[config.mk]
export PLATFORM = sky130hd
export DESIGN_NAME = pe_column_feeder
export DESIGN_NICKNAME = d
export VERILOG_FILES = /design/src/rtl/pe_column_feeder.sv
export SDC_FILE = /design/constraint.sdc
export NUM_CORES = 1
export LEC_CHECK = 0
export CORE_MARGIN = 2
export CORE_UTILIZATION = 53
export CTS_CLUSTER_DIAMETER = 40
export DETAILED_ROUTE_END_ITERATION = 10
export PLACE_DENSITY_LB_ADDON = 0.25
export SYNTH_ARGS = -nofsm -noshare
export SYNTH_HDL_FRONTEND = slang
export SYNTH_SLANG_ARGS = --single-unit
[constraint.sdc]
create_clock -name i_clk -period 2.9 [get_ports i_clk]
set_clock_uncertainty 0.05 [all_clocks]
set_input_delay 0.29 -clock i_clk [delete_from_list [all_inputs] [get_ports i_clk]]
set_output_delay 0.29 -clock i_clk [all_outputs]
set_load 0.05 [all_outputs]
[src/rtl/pe_column_feeder.sv]
// Transmit side of the PE input interface: buffers host weights and activations,
// then shifts the weights into a ROWS-deep PE column, streams activations and drains.
module pe_column_feeder #(
  parameter int ROWS   = 4,
  parameter int DDEPTH = 16
) (
  input  logic        i_clk,
  input  logic        i_rst,
  input  logic        i_wr_valid,
  input  logic        i_wr_sel,
  input  logic [7:0]  i_wr_data,
  output logic        o_wr_ready,
  input  logic        i_start,
  input  logic [7:0]  i_num_vec,
  output logic        o_busy,
  output logic        o_done,
  output logic [7:0]  o_pe_win,
  output logic        o_pe_wwrite,
  output logic [7:0]  o_pe_datain,
  output logic        o_pe_active,
  output logic [15:0] o_pe_sumin
);
  localparam int WCW  = $clog2(ROWS + 1);
  localparam int WIDX = $clog2(ROWS);
  localparam int PW   = $clog2(DDEPTH);
  localparam int FCW  = $clog2(DDEPTH + 1);
  localparam logic [WCW-1:0] ROWS_C   = WCW'(ROWS);
  localparam logic [FCW-1:0] DDEPTH_C = FCW'(DDEPTH);

  typedef enum logic [2:0] {
    S_IDLE   = 3'd0,
    S_WLOAD  = 3'd1,
    S_STREAM = 3'd2,
    S_DRAIN  = 3'd3,
    S_DONE   = 3'd4
  } state_t;

  state_t          r_state;
  state_t          w_state_nxt;
  logic [7:0]      r_wbuf [ROWS];
  logic [7:0]      r_fifo [DDEPTH];
  logic [WCW-1:0]  r_wcnt;
  logic [WCW-1:0]  r_phase;
  logic [WCW-1:0]  w_phase_nxt;
  logic [PW-1:0]   r_wptr;
  logic [PW-1:0]   r_rptr;
  logic [FCW-1:0]  r_fcnt;
  logic [7:0]      r_vec_left;
  logic [7:0]      w_vec_nxt;
  logic            r_busy, r_done, r_wwrite, r_active;
  logic [7:0]      r_win, r_datain;
  logic            w_busy_nxt, w_done_nxt, w_wwrite_nxt, w_active_nxt;
  logic [7:0]      w_win_nxt, w_datain_nxt;
  logic            w_wr_ready, w_push_w, w_push_d, w_pop, w_start_ok, w_phase_last;
  logic [WIDX-1:0] w_widx, w_ridx;

  assign o_wr_ready  = w_wr_ready;
  assign o_busy      = r_busy;
  assign o_done      = r_done;
  assign o_pe_win    = r_win;
  assign o_pe_wwrite = r_wwrite;
  assign o_pe_datain = r_datain;
  assign o_pe_active = r_active;
  assign o_pe_sumin  = 16'h0000;

  // Handshake and FIFO control decoded from registered state
  always_comb begin
    w_wr_ready   = i_wr_sel ? (r_fcnt < DDEPTH_C) : ((r_state == S_IDLE) && (r_wcnt < ROWS_C));
    w_push_w     = i_wr_valid && !i_wr_sel && w_wr_ready;
    w_push_d     = i_wr_valid && i_wr_sel && w_wr_ready;
    w_start_ok   = i_start && (r_state == S_IDLE) && (r_wcnt == ROWS_C);
    w_pop        = (r_state == S_STREAM) && (r_fcnt != FCW'(0));
    w_phase_last = (r_phase == (ROWS_C - WCW'(1)));
    w_widx       = WIDX'(r_wcnt);
    // Last-written weight leaves first so PE k ends up holding weight k
    w_ridx       = WIDX'(ROWS_C - WCW'(1) - r_phase);
  end

  // Next-state and next-output logic
  always_comb begin
    w_state_nxt  = r_state;
    w_phase_nxt  = WCW'(0);
    w_vec_nxt    = r_vec_left;
    w_busy_nxt   = r_busy;
    w_done_nxt   = 1'b0;
    w_win_nxt    = r_win;
    w_wwrite_nxt = 1'b0;
    w_datain_nxt = 8'h00;
    w_active_nxt = 1'b0;
    case (r_state)
      S_IDLE: begin
        w_busy_nxt = w_start_ok;
        if (w_start_ok) begin
          w_state_nxt = S_WLOAD;
          w_vec_nxt   = i_num_vec;
        end else begin
          w_state_nxt = S_IDLE;
        end
      end
      S_WLOAD: begin
        w_wwrite_nxt = 1'b1;
        w_win_nxt    = r_wbuf[w_ridx];
        if (w_phase_last) begin
          w_state_nxt = (r_vec_left != 8'd0) ? S_STREAM : S_DRAIN;
        end else begin
          w_phase_nxt = r_phase + WCW'(1);
        end
      end
      S_STREAM: begin
        if (w_pop) begin
          w_active_nxt = 1'b1;
          w_datain_nxt = r_fifo[r_rptr];
          w_vec_nxt    = r_vec_left - 8'd1;
          if (r_vec_left == 8'd1) begin
            w_state_nxt = S_DRAIN;
          end else begin
            w_state_nxt = S_STREAM;
          end
        end else begin
          w_state_nxt = S_STREAM;
        end
      end
      S_DRAIN: begin
        if (w_phase_last) begin
          w_state_nxt = S_DONE;
        end else begin
          w_phase_nxt = r_phase + WCW'(1);
        end
      end
      S_DONE: begin
        w_done_nxt  = 1'b1;
        w_state_nxt = S_IDLE;
      end
      default: begin
        w_state_nxt = S_IDLE;
        w_busy_nxt  = 1'b0;
      end
    endcase
  end

  // State, counters, pointers and registered outputs
  always_ff @(posedge i_clk) begin
    if (i_rst) begin
      r_state    <= S_IDLE;
      r_phase    <= WCW'(0);
      r_wcnt     <= WCW'(0);
      r_wptr     <= PW'(0);
      r_rptr     <= PW'(0);
      r_fcnt     <= FCW'(0);
      r_vec_left <= 8'd0;
      r_busy     <= 1'b0;
      r_done     <= 1'b0;
      r_win      <= 8'h00;
      r_wwrite   <= 1'b0;
      r_datain   <= 8'h00;
      r_active   <= 1'b0;
    end else begin
      r_state    <= w_state_nxt;
      r_phase    <= w_phase_nxt;
      r_vec_left <= w_vec_nxt;
      r_busy     <= w_busy_nxt;
      r_done     <= w_done_nxt;
      r_win      <= w_win_nxt;
      r_wwrite   <= w_wwrite_nxt;
      r_datain   <= w_datain_nxt;
      r_active   <= w_active_nxt;
      if (r_state == S_DONE) begin
        r_wcnt <= WCW'(0);
      end else if (w_push_w) begin
        r_wcnt <= r_wcnt + WCW'(1);
      end
      if (w_push_d) begin
        r_wptr <= r_wptr + PW'(1);
      end
      if (w_pop) begin
        r_rptr <= r_rptr + PW'(1);
      end
      if (w_push_d && !w_pop) begin
        r_fcnt <= r_fcnt + FCW'(1);
      end else if (w_pop && !w_push_d) begin
        r_fcnt <= r_fcnt - FCW'(1);
      end
    end
  end

  // Buffer storage; validity is tracked by the counters, so no reset is needed
  always_ff @(posedge i_clk) begin
    if (w_push_w) begin
      r_wbuf[w_widx] <= i_wr_data;
    end
    if (w_push_d) begin
      r_fifo[r_wptr] <= i_wr_data;
    end
  end
endmodule
==> flow_summary_export.csv <==
group,metric,value,unit
synthesis,synth_commonest_cells,"edfxtp_1, dfxtp_1, nor2_1, mux4_2, nand2_1",
synthesis,synth_top_flop_cell,"edfxtp_1",
setup_path,worst_setup_path_start_kind,"flip-flop",
clock_network,cts_resized,0,
drt,vias_per_cell,5.457,
setup_path,rr_worst_depth,10,
setup_path,critPathKind,"reg -> reg",
floorplan,die_x,131.1,µm
setup_path,endpoint_kind,"flip-flop",
clock_network,cts.clk_slew.worst_paths,0.06,ns
timing,timing.fmax,357.0,MHz
pwr,p_leak,0.003474,µW
timing,min_period_over_period,96.60,%
synthesis,netlist_area,8566,µm²
timing,whs,0.3661,ns
status,status,"finished, final reports clean",
final_layout,n_fill_cell,1129,
final_layout,final_core_util,64.66,%
synthesis,syn_area_per_cell,15.60,µm²
setup_path,critPathSlowestCell,"or4_1",
drt,top_layer,"met4",
clock_network,cts_root_buf,"clkbuf_16",
timing,finalHoldViolations,0,
place,dp_slack,0.05497,ns
grt,grt_max_degree,38,
synthesis,synth.top_cell.area_share,56.09,%
drt,drc,0,
synthesis,ys_seq_area_share,67.78,%
floorplan,fp.coreArea,15830,µm²
clock_network,cts_buffers,28,
timing,maxSlewHeadroom,40.56,%
setup_path,crit_fanout,5,
synthesis,ys_seq_elements,210,
place,dpl.hpwl,10330,µm
drt,drtIter0Drc,302,
clock_network,cts_setup_buffers,0,
clock_network,cts_tree,"built",
final_layout,fin_nets,660,
worst_hold_path,hold_class,"in -> reg",
final_layout,antennaDiodeCount,0,
setup_path,path_cells,"or4_1 > o21a_1 > clkinv_4 > ha_2 > inv_2 > ha_1 > a21o_1 > a21oi_1 > mux2i_1 > mux2_2",
synthesis,synthMostInstantiatedCell,"edfxtp_1",
synthesis,netlist_top_cells_area,"edfxtp_1, dfxtp_1, mux4_2, ha_1, nor2_1",
place,placed_cell_area,9266,µm²
grt,grt_first_pass_wirelength,26260,µm
worst_hold_path,min_path_cells,3,
drt,wirelength,16480,µm
drt,dr_wl_met2,8129,µm
synthesis,synthCells,549,
setup_path,required,3.27,ns
drt,post_drt_wl_per_cell,19.21,µm
final_layout,regArea,5807,µm²
final_layout,area_growth,19.47,%
timing,rsz0062_at_grt,"false",
job,drv_cap,0,
drt,vias,4682,
timing,period_needed,2.801,ns
floorplan,start_util,54.12,%
floorplan,num_rows,46,
grt,grt_pass1_vias,4901,
setup_path,critPathMaxStageDelay,0.53,ns
timing,maxSlewViolCount,0,
final_layout,finalInstanceArea,10230,µm²
pwr,p_per_area,689.4,nW/µm²
clock_network,clk_path_buf_depth,3,
final_layout,drive_gt1_share,21.18,%
synthesis,ys_types,54,
clock_network,ctsHoldBuffers,0,
final_layout,multi_input_area,2484,µm²
setup_path,r2r_slack,0.1,ns
synthesis,yosysWarningCount,0,
clock_network,clock_latency,0.53,ns
timing,setup_slack,0.09870,ns
place,portBuffers,41,
drt,wl_met1,7113,µm
setup_path,crit_arrival,3.17,ns
timing,finalSetupTns,0,ns
floorplan,die_area,17200,µm²
floorplan,ios,58,
clock_network,h-tree-depth,1,
timing,setup_viol,0,
floorplan,die_h,131.1,µm
drt,wl_met3,908,µm
timing,tightestPinTransition,0.8896,ns
clock_network,clkSinkCount,210,
grt,grt_usage,19.58,%
synthesis,yosysTopAreaCell,"edfxtp_1",
synthesis,synth-edff-count,160,
pwr,vdd_drop_max,553.3,µV
place,place.gp.congestion,0.8144,
grt,grt_overflow_total,0,
drt,dr.pass1.iters,5,
synthesis,synthArstFlopShare,0,%
drt,drtAntennaViolNets,0,
grt,antenna_found_initial,0,
## state kept, by name (all words and copies together) (netlist names)
register and flops:
o_pe_wwrite 1, o_pe_win 8, r_vec_left 8, r_fifo 128
r_state 3, r_phase 3, o_busy 1, o_pe_datain 8
r_fcnt 5, o_pe_active 1, r_wbuf 32, r_wptr 4
o_done 1, r_wcnt 3, r_rptr 4
## worst max-delay path: cells and delay by family (launching register included)
| kind | cells | cell delay [ns] |
|---|---|---|
| DFF | 1 | 0.35 |
| AOI/OAI and AO/OA | 3 | 0.57 |
| and+or+nand+nor | 1 | 0.53 |
| buffers and inverters | 2 | 0.14 |
| muxes | 2 | 0.55 |
| adders and majority gates | 2 | 0.49 |
## cell type report
type                            count  area share [%]
Inverter                           16          0.6358
Sequential cell                   210           56.74
Clock buffer                       29           6.981
Timing Repair Buffer               72           6.309
Multi-Input combinational cell    292           24.27
Tap cell                          216           2.641
Clock inverter                     23           2.421
## placed cells by master (no fill, tap or decap), types with 9 or more instances in the layout
| cell | Yosys | routed |
|---|---|---|
| a211oi_1 | 16 | 16 |
| a21oi_1 | 22 | 22 |
| buf_4 | 18 | 31 |
| clkbuf_16 | 0 | 28 |
| clkdlybuf4s50_1 | 0 | 40 |
| conb_1 | 1 | 16 |
| dfxtp_1 | 50 | 49 |
| edfxtp_1 | 160 | 160 |
| ha_1 | 18 | 17 |
| inv_1 | 15 | 14 |
| mux2i_1 | 11 | 11 |
| mux4_2 | 40 | 40 |
| nand2_1 | 37 | 37 |
| nor2_1 | 48 | 48 |
| nor2b_1 | 9 | 9 |
| nor3_1 | 9 | 9 |
## logic make-up (layout without fill, tap and decap cells)
logic type               count (synthesis)  after routing  synth area share (%)
other                                    1             16               0.04378
AO/OA/AOI/OAI                           61             61                 4.689
XOR/XNOR                                11             11                 1.125
buffers and inverters                   62            140                 3.915
adder cells (fa/ha/maj)                 19             19                 2.863
AND/OR/NAND/NOR                        133            133                 7.654
flip-flops                             210            210                 67.78
multiplexers                            52             52                 11.93
## through the flow
step                instances  power, µW
floorplan                 564       3585
global placement          806       3676
detailed placement        806       3693
CTS                       858       7112
global route              858       7285
finish                    858       7055
## power by group
group | total [µW] | switching, µW | internal [µW]
clock network | 3420 | 1380 | 2040
logic | 328 | 211 | 117
registers | 3300 | 25.9 | 3280
## metal layers
layer	vias to the layer above	global-route usage, %
li1	2183	-
met1	2317	26.28
met2	159	33.13
met3	23	3.202
met4	0	6.220
met5	-	0
## final timing paths
kind                            startpoint                          to
hold reg to reg   o_pe_win[4]$_SDFFE_PP0P_    o_pe_win[4]$_SDFFE_PP0P_
hold / removal                i_num_vec[0]  r_vec_left[0]$_SDFFE_PP0P_
setup / recovery    r_fcnt[0]$_SDFFE_PP0P_      r_fcnt[4]$_SDFFE_PP0P_
setup reg to reg    r_fcnt[0]$_SDFFE_PP0P_      r_fcnt[4]$_SDFFE_PP0P_
Power figures use the tool's default switching activity.
